File: config.mk
export PLATFORM = sky130hd
export DESIGN_NAME = nn_lut_segment_fetcher
export DESIGN_NICKNAME = d
export VERILOG_FILES = /design/src/rtl/nn_lut_pkg.sv /design/src/rtl/nn_lut_table_ram.sv /design/src/rtl/nn_lut_segment_fetcher.sv
export SDC_FILE = /design/constraint.sdc
export NUM_CORES = 1
export LEC_CHECK = 0
export CELL_PAD_IN_SITES_DETAIL_PLACEMENT = 0
export CELL_PAD_IN_SITES_GLOBAL_PLACEMENT = 1
export CORE_ASPECT_RATIO = 2
export CORE_MARGIN = 2
export CORE_UTILIZATION = 35
export CTS_BUF_LIST = sky130_fd_sc_hd__clkbuf_16
export CTS_CLUSTER_DIAMETER = 30
export DETAILED_ROUTE_END_ITERATION = 12
export PLACE_DENSITY = 0.72
export SYNTH_ARGS = -nofsm -noshare
export SYNTH_HDL_FRONTEND = slang
export SYNTH_SLANG_ARGS = --single-unit
File: constraint.sdc
create_clock -name clk -period 3.8 [get_ports clk]
set_input_delay 0.76 -clock clk [delete_from_list [all_inputs] [get_ports clk]]
set_output_delay 0.76 -clock clk [all_outputs]
set_load 0.01 [all_outputs]
File: src/rtl/nn_lut_pkg.sv
`default_nettype none
// ============================================================================
// Module      : nn_lut_pkg
// Description : Shared widths, FSM state encoding and the input index split
//               for the activation-table segment fetcher.
// Revision    : 1.0 - initial release
// ============================================================================
package nn_lut_pkg;

    localparam int DATA_W      = 8;
    localparam int FRAC_W      = 4;
    localparam int ADDR_W      = DATA_W - FRAC_W;
    localparam int TABLE_DEPTH = (2 ** ADDR_W) + 1;
    // Table port address carries one extra bit so entry 2**ADDR_W is reachable
    localparam int PORT_AW     = ADDR_W + 1;

    typedef enum logic [2:0] {
        ST_IDLE = 3'd0,
        ST_RD0  = 3'd1,
        ST_RD1  = 3'd2,
        ST_CAP  = 3'd3,
        ST_OUT  = 3'd4
    } state_t;

    typedef struct packed {
        logic [ADDR_W-1:0] idx;
        logic [FRAC_W-1:0] frac;
    } split_t;

    // Integer part re-biased to offset binary (flip the sign bit) so the most
    // negative input lands on entry 0; fractional bits pass straight through.
    function automatic split_t lut_split(input logic [DATA_W-1:0] x);
        split_t s;
        s.idx  = x[DATA_W-1 -: ADDR_W] ^ {1'b1, {(ADDR_W-1){1'b0}}};
        s.frac = x[FRAC_W-1:0];
        return s;
    endfunction

endpackage
`default_nettype wire

File: src/rtl/nn_lut_table_ram.sv
`default_nettype none
// ============================================================================
// Module      : nn_lut_table_ram
// Description : Single-port synchronous breakpoint RAM with registered read
//               data. A write takes the port; the read register then holds.
//               Addresses beyond the last entry are ignored. No reset.
// Revision    : 1.0 - initial release
// ============================================================================
module nn_lut_table_ram
    import nn_lut_pkg::*;
#(
    parameter int DW    = DATA_W,
    parameter int AW    = PORT_AW,
    parameter int DEPTH = TABLE_DEPTH
) (
    input  logic          clk,
    input  logic          i_we,
    input  logic          i_re,
    input  logic [AW-1:0] i_addr,
    input  logic [DW-1:0] i_wdata,
    output logic [DW-1:0] o_rdata
);

    localparam logic [AW-1:0] c_last_addr = AW'(DEPTH - 1);

    logic [DW-1:0] r_mem [0:DEPTH-1];
    logic [DW-1:0] r_rdata;

    // Write has priority on the shared port; read data only updates on reads
    always_ff @(posedge clk) begin
        if (i_we) begin
            if (i_addr <= c_last_addr) begin
                r_mem[i_addr] <= i_wdata;
            end
        end else if (i_re) begin
            r_rdata <= r_mem[i_addr];
        end
    end

    assign o_rdata = r_rdata;

endmodule
`default_nettype wire

File: src/rtl/nn_lut_segment_fetcher.sv
`default_nettype none
// ============================================================================
// Module      : nn_lut_segment_fetcher
// Description : Splits a signed Q4.4 activation into table index and
//               fractional remainder, fetches the two bracketing breakpoints
//               from the table RAM and presents them to the interpolator
//               over valid/ready. Also exposes the table-load write port.
// Revision    : 1.0 - initial release
// ============================================================================
module nn_lut_segment_fetcher
    import nn_lut_pkg::*;
#(
    parameter int DATA_W = nn_lut_pkg::DATA_W,
    parameter int FRAC_W = nn_lut_pkg::FRAC_W,
    parameter int ADDR_W = nn_lut_pkg::ADDR_W
) (
    input  logic              clk,
    input  logic              rst,
    input  logic              wr_en,
    input  logic [ADDR_W:0]   wr_addr,
    input  logic [DATA_W-1:0] wr_data,
    input  logic              in_valid,
    output logic              in_ready,
    input  logic [DATA_W-1:0] in_x,
    output logic              out_valid,
    input  logic              out_ready,
    output logic [DATA_W-1:0] out_base,
    output logic [DATA_W-1:0] out_next,
    output logic [DATA_W-1:0] out_remaining,
    output logic              busy
);

    state_t              r_state;
    state_t              w_state_next;
    split_t              w_split;
    logic [ADDR_W-1:0]   r_idx;
    logic [FRAC_W-1:0]   r_frac;
    logic [DATA_W-1:0]   r_base;
    logic [DATA_W-1:0]   r_next;
    logic [DATA_W-1:0]   r_rem;
    logic                w_latch;
    logic                w_cap_base;
    logic                w_cap_next;
    logic                w_rd_en;
    logic [ADDR_W:0]     w_rd_addr;
    logic [ADDR_W:0]     w_idx_ext;
    logic [ADDR_W:0]     w_ram_addr;
    logic [DATA_W-1:0]   w_ram_rdata;

    assign w_split   = lut_split(in_x);
    assign w_idx_ext = {1'b0, r_idx};

    // FSM state register
    always_ff @(posedge clk) begin
        if (rst) begin
            r_state <= ST_IDLE;
        end else begin
            r_state <= w_state_next;
        end
    end

    // Next state and datapath strobes; a write in RD0/RD1 stalls the fetch
    always_comb begin
        w_state_next = r_state;
        w_latch      = 1'b0;
        w_cap_base   = 1'b0;
        w_cap_next   = 1'b0;
        w_rd_en      = 1'b0;
        w_rd_addr    = '0;
        case (r_state)
            ST_IDLE: begin
                if (in_valid) begin
                    w_latch      = 1'b1;
                    w_state_next = ST_RD0;
                end
            end
            ST_RD0: begin
                if (!wr_en) begin
                    w_rd_en      = 1'b1;
                    w_rd_addr    = w_idx_ext;
                    w_state_next = ST_RD1;
                end
            end
            ST_RD1: begin
                if (!wr_en) begin
                    w_cap_base   = 1'b1;
                    w_rd_en      = 1'b1;
                    w_rd_addr    = w_idx_ext + {{ADDR_W{1'b0}}, 1'b1};
                    w_state_next = ST_CAP;
                end
            end
            ST_CAP: begin
                w_cap_next   = 1'b1;
                w_state_next = ST_OUT;
            end
            ST_OUT: begin
                if (out_ready) begin
                    w_state_next = ST_IDLE;
                end
            end
            default: begin
                w_state_next = ST_IDLE;
            end
        endcase
    end

    // Input latch and output holding registers
    always_ff @(posedge clk) begin
        if (rst) begin
            r_idx  <= '0;
            r_frac <= '0;
            r_base <= '0;
            r_next <= '0;
            r_rem  <= '0;
        end else begin
            if (w_latch) begin
                r_idx  <= w_split.idx;
                r_frac <= w_split.frac;
            end
            if (w_cap_base) begin
                r_base <= w_ram_rdata;
            end
            if (w_cap_next) begin
                r_next <= w_ram_rdata;
                r_rem  <= {{(DATA_W-FRAC_W){1'b0}}, r_frac};
            end
        end
    end

    // The table-load port owns the RAM address whenever it writes
    assign w_ram_addr = wr_en ? wr_addr : w_rd_addr;

    nn_lut_table_ram #(
        .DW    (DATA_W),
        .AW    (ADDR_W + 1),
        .DEPTH ((2 ** ADDR_W) + 1)
    ) u_table_ram (
        .clk     (clk),
        .i_we    (wr_en),
        .i_re    (w_rd_en),
        .i_addr  (w_ram_addr),
        .i_wdata (wr_data),
        .o_rdata (w_ram_rdata)
    );

    assign in_ready      = (r_state == ST_IDLE) && !rst;
    assign out_valid     = (r_state == ST_OUT) && !rst;
    assign busy          = (r_state != ST_IDLE) && !rst;
    assign out_base      = r_base;
    assign out_next      = r_next;
    assign out_remaining = r_rem;

endmodule
`default_nettype wire

======== After elaboration in Yosys (flattened, before gate mapping) ========
Memories as Yosys holds them, arrays and structs flattened. A register that Yosys moved wholly into a read port is not among the register bits.
Index checks and enable logic that the tools add are counted.
operators by class
  $add $sub $neg .......................... 1
  magnitude comparators ................... 1
  equality and inequality tests ........... 8
  muxes and demuxes ....................... 16
  bitwise logic cells ..................... 2
  reduce and logical (&&, ||, !) cells .... 9
operator list
  operator                                                          number
  3-bit one-hot mux with 5 select lines                             1
  3-bit two-way mux                                                 4
  5-bit one-hot mux with 2 select lines                             1
  1-bit two-way mux                                                 9
  2-bit inequality test (second input constant)                     4
  3-bit by 2-bit == test with 1-bit output (second input constant)  2
  4-bit by 1-bit adder with 5-bit output (second input constant)    1
  5-bit less-or-equal comparator (second input constant)            1
  5-bit two-way mux                                                 1
  4-bit AND reduction                                               1
  3-bit by 1-bit == test with 1-bit output (second input constant)  1
  3-bit == test (second input constant)                             1
  1-bit logical AND                                                 3
  3-bit logical NOT                                                 1
  3-bit nonzero test                                                1
  1-bit inverter                                                    2
  2-bit AND reduction                                               1
  2-bit OR reduction                                                1
  1-bit logical NOT                                                 1
word-level totals
  register bits ........................... 31
  memory bits (writable) .................. 136
  bits of input ports ..................... 26
  output and inout bits ................... 27
  word-level logic and storage cells ...... 44
  memories kept ........................... 1
memories
  memory             depth  bits a word  read ports  clocked after Yosys merged registers in  write ports  RTL line                source
  u_table_ram.r_mem  17     8            1           1                                        1            nn_lut_table_ram.sv:26  logic [DW-1:0] r_mem [0:DEPTH-1];

======== Longest topological paths before layout ========
Gate-level depths: netlist of the first run.
  depth after elaboration ................. 7
  gate-level depth with buffers ........... 9
  depth with buffers taken out ............ 7

======== By module ========
A second synthesis of the first run with hierarchy kept.
unflattened totals
  cell total of the unflattened synthesis .. 493
  area total of the unflattened synthesis .. 7,066.8 µm²
by module, submodules not included
  module                  times used  cells each  area an instance (µm²)  sequential area each (µm²)
  nn_lut_table_ram        1           324         5,661.7                 4,324.1
  nn_lut_segment_fetcher  1           169         1,405.1                 620.6

======== Worst setup path before layout of the first run ========
Ideal clock, no wire load.
  path kind ............................... input -> register
  start ................................... input port wr_en
  end ..................................... memory u_table_ram.r_mem[5][0] in the netlist's numbering, enable pin
  library setup time ...................... 395 ps
  arrival time ............................ 2,538 ps
  required time ........................... 3,405 ps
  setup slack ............................. 867 ps
  stages .................................. 6
  buffers on the path ..................... 3
  cells stage by stage .................... buf_2 > clkbuf_1 > a32oi_1 > nand2b_1 > buf_2 > nor4_1
between the ends
  cells in the longest elaborated chain, start to end .. 5
ends and longest elaborated chain
  element                                  RTL line                       source
  start, declared                          nn_lut_segment_fetcher.sv:19   input logic wr_en,
  5-bit two-way mux                        nn_lut_segment_fetcher.sv:131  assign w_ram_addr = wr_en ? wr_addr : w_rd_addr;
  5-bit less-or-equal comparator           nn_lut_table_ram.sv:32         if (i_addr <= c_last_addr) begin
  1-bit two-way mux                        nn_lut_table_ram.sv:32
  1-bit two-way mux                        nn_lut_table_ram.sv:31         if (i_we) begin
  1-bit two-way mux (not written as such)  nn_lut_table_ram.sv:33         r_mem[i_addr] <= i_wdata;
  end, declared                            nn_lut_table_ram.sv:26
Parallel ways exist; a longest one is shown, timed or not.

======== Worst setup path in the final report of the first run ========
  start ................................... input port wr_en
  end ..................................... register u_table_ram.r_rdata[0] (netlist: u_table_ram.o_rdata[0]) (read register of u_table_ram.r_mem), data pin
between the ends
  cells in the longest elaborated chain, start to end .. 3
  elaborated cells on any way between the ends .. 5
  classes of those cells .................. 3 x mux; 1 x bitwise; 1 x reduce/logical
ends and longest elaborated chain
  element                        RTL line                                                    source
  1-bit two-way mux              nn_lut_segment_fetcher.sv:78, nn_lut_segment_fetcher.sv:85
  1-bit two-way mux              -
  2-bit AND reduction (no line)  -
  end, declared                  nn_lut_table_ram.sv:27                                      logic [DW-1:0] r_rdata;
Parallel ways exist; a longest one is shown, timed or not.
A chain may end at the register's enable or synchronous reset.

==> reports/results.txt, run 1 <==
Status: complete, no violations
CP arrival: 3.48 ns
R2R Setup Slk: 0.70 ns
Synthesized area: 7190 um^2
Register area share after synthesis: 0.688
Period utilization: 0.871
Yosys cell types: 49
Synthesized area per cell: 12.7 um^2
Worst path bufs/invs: 2
Core Rows: 74
Post-Synth Adder-Cell Area: 0.00174
Gr usage total: 0.170
Crit. Startpoint: wr_en
H-tree levels: 4
Buffer depth of the longest clock path: 2
Hold-fix buffers at CTS: 0
Dominant cell type by area after synthesis: edfxtp_1
Clk slew on worst S/H paths: 0.06 ns
Die X-Extent: 105 um
FF+latch count, synth: 175
Routed Antenna Nets: 0
GPL Wtd Cong: 0.834
Vias in the first global route: 4,980
Area grow syn2layout: 19.2%
Most frequent cell after synthesis: edfxtp_1
Pleak: 2.85 nW
Max-Cap Viols: 0
Hold crit path type: reg2reg
Hold Path Depth: 2
Final HPWL DP: 13.0 mm
Num CTS Buffers: 17
Sequential Area: 4940 um^2
Die Ht: 207 um
Via/cell ratio: 5.33
Hold Crit Start: out_next[3]$_SDFFE_PP0N_
Synth Area in Compound Gates: 0.133
Max-slew headroom: 0.242
Fin crit period: 3.31 ns
CTS tree: done
Final Power: 0.00401 W
Metal-1 WL: 6.26 mm
Top cell type's share of synthesized area: 0.601
Final setup viols: 0
Fill cells: 1,825
Startpoint types: input pin
Main synth FF type: edfxtp_1
Worst setup margin: 0.489 ns
Synth area leaders: edfxtp_1 (60%), dfxtp_1 (8.6%), nand2_1 (5.7%)
Cell family with most CP delay: simple AND/OR/NAND/NOR gates
Met2 routed WL: 10.3 mm
Top Ports: 53
Post-Place Worst Slack: 0.0969 ns
Setup Fix Bufs, Post-CTS: 0
Clock tree root driver cell: clkbuf_16
EDFF count, synth: 144
First-pass GRT wire length: 27.6 mm
Core box area: 20,300 um^2
Average wire per standard cell: 20.0 um
Post-Synth XOR/XNOR Area: 0
YS warnings: 0
Critical path class: in2reg
WP data required: 3.96 ns
Cell Chain, Critical Path: clkdlybuf4s50_1, nor2_2, o21a_2, nor2_2, buf_12, mux2i_1, a221oi_1, or4_1
Top sig layer: met4
Met3 WL: 647 um
Antenna diodes: 0
Most common cell on crit path: nor2_2
Skew-Pair Late Insertion Delay: 0.44 ns
CP max FO: 22
DRT Pass-1 Iters: 6
Sink Count: 175
Routed WL: 18.0 mm
Async set-reset flop share out of synthesis: 0
Hold endpoint: out_next[3]$_SDFFE_PP0N_
Max Slew Vio Count: 0
RR Startpoint: r_state[0]$_SDFFE_PP0P_
Share of synthesized cell area in and, or, nand and nor gates: 0.131
Setup_tns: 0 ns
Largest net degree at the start of global routing: 72
Number of port buffers: 48
Largest family of logic cells by synthesized area: compound AO/OA/AOI/OAI gates
Hold Vio Cnt, Final: 0
Clock Skew: 0.0110 ns
Setup crit end kind: flip-flop
Post-cts sizing count: 0
Initial core utilization: 0.355
Residual DRC count: 0
CP max stage delay: 0.85 ns
Synthesized instance count: 567
Initial antenna violation count: 0
Dpl cell area: 8060 um^2
Reg2Reg Depth: 7
Grt ovf: 0
Die area: 21,800 um^2
Slowest library cell on the worst path: nor2_2
F_max: 302 MHz
Vias: 4,798
RSZ-0062 raised after global routing: false
Mux contribution to synthesized area: 0.0113
Max VDD drop: 0.308 mV
Drt initial violations: 332
Worst r2r dst: u_table_ram.o_rdata[0]$_DFFE_PP_
Total Nets Final: 649
Worst Tran Pin Value: 1.14 ns
Post-synth top cells: edfxtp_1 (144), nand2_1 (110), a21oi_1 (43), a211oi_1 (33), dfxtp_1 (31)
Design Area, Final: 8570 um^2
Pwr Density: 468 nW/um^2
Area of the multi-input gates: 2020 um^2
Layout cells sized above 1: 0.109
-- how the worst max path moves through the flow --
| stage | end | slack (ns) | cells past startpoint |
|---|---|---|---|
| 2_1_floorplan | u_table_ram.r_mem[5][0]$_DFFE_PP_ | 0.87 | 6 |
| 3_5_place_dp | u_table_ram.o_rdata[0]$_DFFE_PP_ | 0.1 | 8 |
| 3_3_place_gp | u_table_ram.o_rdata[0]$_DFFE_PP_ | 0.16 | 8 |
| 4_1_cts | u_table_ram.o_rdata[0]$_DFFE_PP_ | 0.54 | 8 |
| 5_1_grt | u_table_ram.o_rdata[2]$_DFFE_PP_ | 0.33 | 8 |
| 6_report | u_table_ram.o_rdata[0]$_DFFE_PP_ | 0.49 | 8 |
-- sequential cells by signal, indices dropped and copies added (netlist names) --
name,cells
u_table_ram.o_rdata,8
out_next,8
r_idx,4
out_base,8
r_state,3
r_frac,4
out_remaining,4
u_table_ram.r_mem,136
-- worst min-delay path: cells and delay by family, from the launching register on --
| kind | cells | cell delay [ns] |
|---|---|---|
| AO/OA/AOI/OAI | 1 | 0.05 |
| AND/OR/NAND/NOR | 1 | 0.05 |
| flip-flops | 1 | 0.31 |
-- power breakdown --
group	internal [W]	total, W	switching, W
clock network	0.000824	0.00153	0.000708
registers	0.00211	0.00213	0.0000225
logic	0.000130	0.000344	0.000213
total	0.00307	0.00401	0.000944
-- through the flow --
step	std cells	util	hold slack (ns)
floorplan	570	-	0.432
global placement	869	0.398	0.444
detailed placement	869	0.398	0.450
CTS	901	0.423	0.459
global route	901	0.423	0.476
finish	901	0.423	0.453
-- cells in the final DEF (no fill, tap or decap), types with 2 or more instances in the layout --
cell type / count
a211oi_1: 33
a21boi_0: 2
a21oi_1: 43
a221oi_1: 8
a22o_1: 2
a311oi_1: 17
a31oi_1: 2
a32oi_1: 3
and2_1: 2
and3_1: 22
buf_12: 3
buf_4: 28
clkbuf_16: 17
clkdlybuf4s50_1: 48
conb_1: 4
dfxtp_1: 31
edfxtp_1: 144
inv_1: 7
inv_2: 4
inv_4: 2
inv_6: 2
mux2i_1: 7
nand2_1: 109
nand2_2: 2
nand2b_1: 3
nand3_1: 2
nand3b_1: 2
nor2_1: 17
nor2_2: 2
nor2b_1: 3
nor3_1: 10
nor3b_1: 2
nor4_1: 6
o21a_1: 9
o21ai_0: 3
o41ai_1: 7
or4_1: 9
-- metal layers --
layer  GRT usage  up-vias
met5           0        -
met3      0.0320       45
met2       0.341      149
met1       0.153     2345
li1            -     2259
met4      0.0981        0
-- cell families (layout without fill, tap and decap cells) --
| kind of cell | after synthesis | count (layout) |
|---|---|---|
| AOI/OAI and AO/OA | 135 | 135 |
| adders and majority gates | 1 | 1 |
| buffers and inverters | 49 | 114 |
| DFF | 175 | 175 |
| muxes | 8 | 8 |
| other | 1 | 4 |
| and+or+nand+nor | 198 | 198 |
-- cell type report --
| cell class | instances | area share |
|---|---|---|
| sequential | 175 | 0.577 |
| multi-input combinational | 346 | 0.236 |
| timing repair buffer | 79 | 0.0876 |
| clock buffer | 17 | 0.0496 |
| tap | 266 | 0.0388 |
| clock inverter | 15 | 0.00978 |
| inverter | 3 | 0.00131 |
(Power assumes the default switching activity.)
==> run 2, diff against run 1 <==
==> constraint.sdc (replaced) <==
create_clock -name clk -period 4.2 [get_ports clk]
set_input_delay 0.84 -clock clk [delete_from_list [all_inputs] [get_ports clk]]
set_output_delay 0.84 -clock clk [all_outputs]
set_load 0.01 [all_outputs]
==> run 2 against run 1 <==
  * Via count is 1.7% lower
  * Count of clock-buffer cells in the layout is 1 higher
  * Sequential power is 9% lower
  * Critical path depth stayed put
  * Combinational power is 11% lower
  * Die area stayed put
  * Clock power is 6% lower
  * Largest cell class unchanged
==> reports/results.txt, run 2 (synthesis results as in run 1) <==
Status: complete, no violations
Die area: 21,800 um^2
Clk slew on worst S/H paths: 0.06 ns
Most common cell after layout, fill and taps aside: edfxtp_1
Register with the most flip-flops: u_table_ram.r_mem
Skew-Pair Late Insertion Delay: 0.43 ns
Residual DRC count: 0
Hold crit path type: reg2reg
Buffer depth of the longest clock path: 2
Clock Skew: 0.00751 ns
Hold Crit Start: out_remaining[0]$_SDFFE_PP0N_
Gr usage total: 0.173
Worst hold slack: 0.456 ns
Hold Vio Cnt, Final: 0
WP data required: 4.37 ns
RSZ-0062 raised after global routing: false
Core Rows: 74
Max Slew Vio Count: 0
Antenna diodes: 0
Final setup viols: 0
H-tree levels: 4
Critical path class: in2reg
Die X-Extent: 105 um
CP arrival: 3.59 ns
Core box area: 20,300 um^2
Sink Count: 175
Vias: 4,718
Setup crit end kind: flip-flop
Initial antenna violation count: 0
Max VDD drop: 0.256 mV
Worst setup margin: 0.777 ns
Pwr Density: 427 nW/um^2
Total Nets Final: 654
Grt ovf: 0
Post-Place Worst Slack: 0.352 ns
F_max: 292 MHz
Setup_tns: 0 ns
Dpl cell area: 8080 um^2
Die Ht: 207 um
DRT Pass-1 Iters: 5
Final Power: 0.00368 W
Routed Antenna Nets: 0
Clock tree root driver cell: clkbuf_16
Largest net degree at the start of global routing: 72
Fin crit period: 3.42 ns
Hold-fix buffers at CTS: 0
Initial core utilization: 0.355
Top Ports: 53
Design Area, Final: 8620 um^2
Pleak: 2.87 nW
Most frequent cells in the layout: edfxtp_1 (144), nand2_1 (109), clkdlybuf4s50_1 (48)
Routed WL: 18.2 mm
Area grow syn2layout: 19.8%
Average wire per standard cell: 20.1 um
Period utilization: 0.815
Number of port buffers: 48
CP max FO: 23
Vias in the first global route: 4,811
GPL Wtd Cong: 0.883
Drt initial violations: 303
Num CTS Buffers: 17
Max-slew headroom: 0.286
Final HPWL DP: 13.1 mm
Max-Cap Viols: 0
First-pass GRT wire length: 27.3 mm
Via/cell ratio: 5.21
Layout cells sized above 1: 0.119
Startpoint types: input pin
Crit. Startpoint: wr_en
RR Startpoint: r_state[0]$_SDFFE_PP0P_
Post-cts sizing count: 0
CTS tree: done
Setup Fix Bufs, Post-CTS: 0
Worst Tran Pin Value: 1.06 ns
Max reg flops: 136
## run 2: area by class of cell
class,count,area (um^2)
flip-flops and latches,175,4940
repair buffers,84,763
clock inverters,14,90.1
well taps,266,333
clock buffers,18,450
fillers,1878,11700
multi-input cells,346,2020
inverters,3,11.3
## run 2: worst max-delay path, stage by stage
cell             delay [ns]
clkdlybuf4s50_1        0.62
nor2_2                 0.07
o21a_2                 0.14
nor2_2                 0.62
buf_4                  0.41
mux2i_1                0.27
a221oi_1               0.13
or4_1                  0.49
## run 2: where the power goes
part           switching (W)  internal [W]
clock network       0.000652      0.000790
registers          0.0000232       0.00191
logic               0.000190      0.000116
## run 2: per-stage QoR
step                      std cells   util
after floorplan                 570      -
after global placement          874  0.398
after detailed placement        874  0.398
after CTS                       906  0.425
after global routing            906  0.425
final                           906  0.425
## run 2: layer usage
layer | track usage | routed length, um
met1 | 0.161 | 6340
met2 | 0.331 | 10200
met3 | 0.0389 | 618
met4 | 0.111 | 1050
met5 | 0 | 0
## run 2: final timing paths
| check | slack (ns) | to | cells past startpoint |
|---|---|---|---|
| worst max-delay path | 0.78 | u_table_ram.o_rdata[3]$_DFFE_PP_ | 8 |
| worst min-delay path | 0.46 | out_remaining[0]$_SDFFE_PP0N_ | 2 |
| worst max register to register | 0.96 | u_table_ram.o_rdata[3]$_DFFE_PP_ | 7 |
| worst min register to register | 0.46 | out_remaining[0]$_SDFFE_PP0N_ | 2 |
==> run 3, diff against run 2 <==
==> constraint.sdc (replaced) <==
create_clock -name clk -period 3.6 [get_ports clk]
set_input_delay 0.72 -clock clk [delete_from_list [all_inputs] [get_ports clk]]
set_output_delay 0.72 -clock clk [all_outputs]
set_load 0.01 [all_outputs]
==> run 3 against run 2 <==
  * Utilization about the same
  * Setup slack worse by 0.16 ns
  * Sequential power up 17%
  * Total power grew 19%
  * Count of clock-buffer cells in the layout is 1 lower
  * Hold slack worse by 0.0027 ns
  * Clock power is 22% higher
  * Routed wire length rose by 3.3%
  * Global-route usage grew 0.41 points
  * Via count increased by 3.3%
  * Clock skew rose by 0.0044 ns
  * Highest routed layer unchanged
==> reports/results.txt, run 3 (synthesis results as in run 1) <==
Die X-Extent: 105 um
Dpl cells: 870
Residual DRC count: 0
Vias: 4,874
Clk pwr share: 0.402
Hold Crit Start: out_next[7]$_SDFFE_PP0N_
Pwr Density: 508 nW/um^2
Largest net degree at the start of global routing: 72
Setup Fix Bufs, Post-CTS: 0
Worst path bufs/invs: 2
CTS tree: done
Cell family with most CP delay: buffers and inverters
Most common cell after layout, fill and taps aside: edfxtp_1
Average wire per standard cell: 20.9 um
Area grow syn2layout: 20.0%
First-pass GRT wire length: 28.2 mm
Core box area: 20,300 um^2
Routed WL: 18.8 mm
Max reg flops: 136
Most frequent cells in the layout: edfxtp_1 (144), nand2_1 (109), clkdlybuf4s50_1 (48)
Period utilization: 0.830
Clock Skew: 0.0119 ns
Top Ports: 53
CP max FO: 14
Status: complete, no violations
Max Slew Vio Count: 0
CP max stage delay: 0.66 ns
Reg power frac: 0.516
Initial core utilization: 0.355
Critical path class: in2out
Vias in the first global route: 5,010
Hold Path Depth: 2
Post-cts sizing count: 0
Max-Cap Viols: 0
Core Rows: 74
Max VDD drop: 0.325 mV
Via/cell ratio: 5.41
Register with the most flip-flops: u_table_ram.r_mem
RSZ-0062 raised after global routing: false
Worst Tran Pin Value: 0.729 ns
Final setup viols: 0
Clk slew on worst S/H paths: 0.07 ns
WP data required: 2.88 ns
Clock tree root driver cell: clkbuf_16
Int Pwr: 0.00338 W
Setup_tns: 0 ns
Die Ht: 207 um
Cell Chain, Critical Path: clkdlybuf4s50_1, nor4_1, clkdlybuf4s50_1
Num CTS Buffers: 17
Hold crit path type: reg2reg
Slowest library cell on the worst path: clkdlybuf4s50_1
NetSw: 0.00100 W
Gr usage total: 0.177
Comb pwr share: 0.082
R2R Setup Slk: 0.63 ns
Max-slew headroom: 0.512
RR Startpoint: r_state[0]$_SDFFE_PP0P_
Number of port buffers: 48
Drt initial violations: 343
F_max: 335 MHz
Total Nets Final: 650
GPL Wtd Cong: 0.859
Routed Antenna Nets: 0
H-tree levels: 4
Final HPWL DP: 13.3 mm
Hold endpoint: out_next[7]$_SDFFE_PP0N_
Initial antenna violation count: 0
Startpoint types: input pin
Worst r2r dst: u_table_ram.o_rdata[5]$_DFFE_PP_
Grt ovf: 0
Post-Layout Cell Count: 901
Fin crit period: 2.99 ns
Hold-fix buffers at CTS: 0
DRT Pass-1 Iters: 5
Die area: 21,800 um^2
Antenna diodes: 0
Hold Vio Cnt, Final: 0
CP arrival: 2.27 ns
Setup crit end kind: output pin
Skew-Pair Late Insertion Delay: 0.44 ns
Layout cells sized above 1: 0.112
Reg2Reg Depth: 7
Buffer depth of the longest clock path: 2
Most common cell on crit path: clkdlybuf4s50_1
Sink Count: 175
Switching share of power: 0.229
Pleak: 2.85 nW
-- run 3: changes by cell type in the layout (fill, tap and decap cells not counted), sizes merged --
| cell | previous run | this run |
|---|---|---|
| clkinv | 4 | 6 |
| inv | 13 | 8 |
| clkbuf | 18 | 17 |
| bufinv | 0 | 2 |
| clkinvlp | 0 | 1 |
| buf | 36 | 32 |
-- run 3: through the flow --
stage               hold slack, ns  power [W]  utilization  instance area (um^2)  worst slack, ns
CTS                          0.456    0.00441        0.425                  8620            0.592
global route                 0.478    0.00452        0.425                  8620            0.471
floorplan                    0.432    0.00250            -                  7200            0.707
detailed placement           0.447    0.00266        0.397                  8060            0.286
global placement             0.445    0.00265        0.397                  8060            0.335
finish                       0.454    0.00438        0.425                  8620            0.613
-- run 3: worst reg2reg max path, cell delays in order (launching register included) --
cell      delay [ns]
dfxtp_1         0.70
nor3b_2         0.16
o21ai_4         0.45
nand2_2         0.09
buf_4           0.32
a211oi_1        0.36
a311oi_1        0.10
or4_1           0.54
-- run 3: power groups by stage --
stage	logic [W]	registers, W	clock network, W
after global routing	0.000390	0.00226	0.00187
after detailed placement	0.000357	0.00230	0
after global placement	0.000350	0.00230	0
final	0.000359	0.00226	0.00176
after floorplan	0.000218	0.00229	0
after CTS	0.000359	0.00226	0.00180
-- run 3: layer usage --
layer / vias to the layer above / part of all wire / global-route usage
met4: 0 / 0.037 / 0.0924
met5: - / 0 / 0
met2: 135 / 0.57 / 0.345
met3: 32 / 0.032 / 0.0367
met1: 2443 / 0.36 / 0.170
li1: 2264 / - / -
-- run 3: worst max path at each step --
stage | startpoint | end | cells past startpoint
after floorplan | wr_en | u_table_ram.r_mem[5][0]$_DFFE_PP_ | 6
after global placement | wr_en | u_table_ram.o_rdata[2]$_DFFE_PP_ | 7
after detailed placement | wr_en | u_table_ram.o_rdata[7]$_DFFE_PP_ | 8
after CTS | rst | out_valid | 3
after global routing | r_state[0]$_SDFFE_PP0P_ | u_table_ram.o_rdata[5]$_DFFE_PP_ | 7
final | rst | out_valid | 3
-- run 3: area by class of cell --
cell class              count  area, um^2
fillers                  1863       11700
flip-flops and latches    175        4940
multi-input cells         346        2020
repair buffers             80         746
clock buffers              17         425
well taps                 266         333
clock inverters            14         141
inverters                   3        11.3
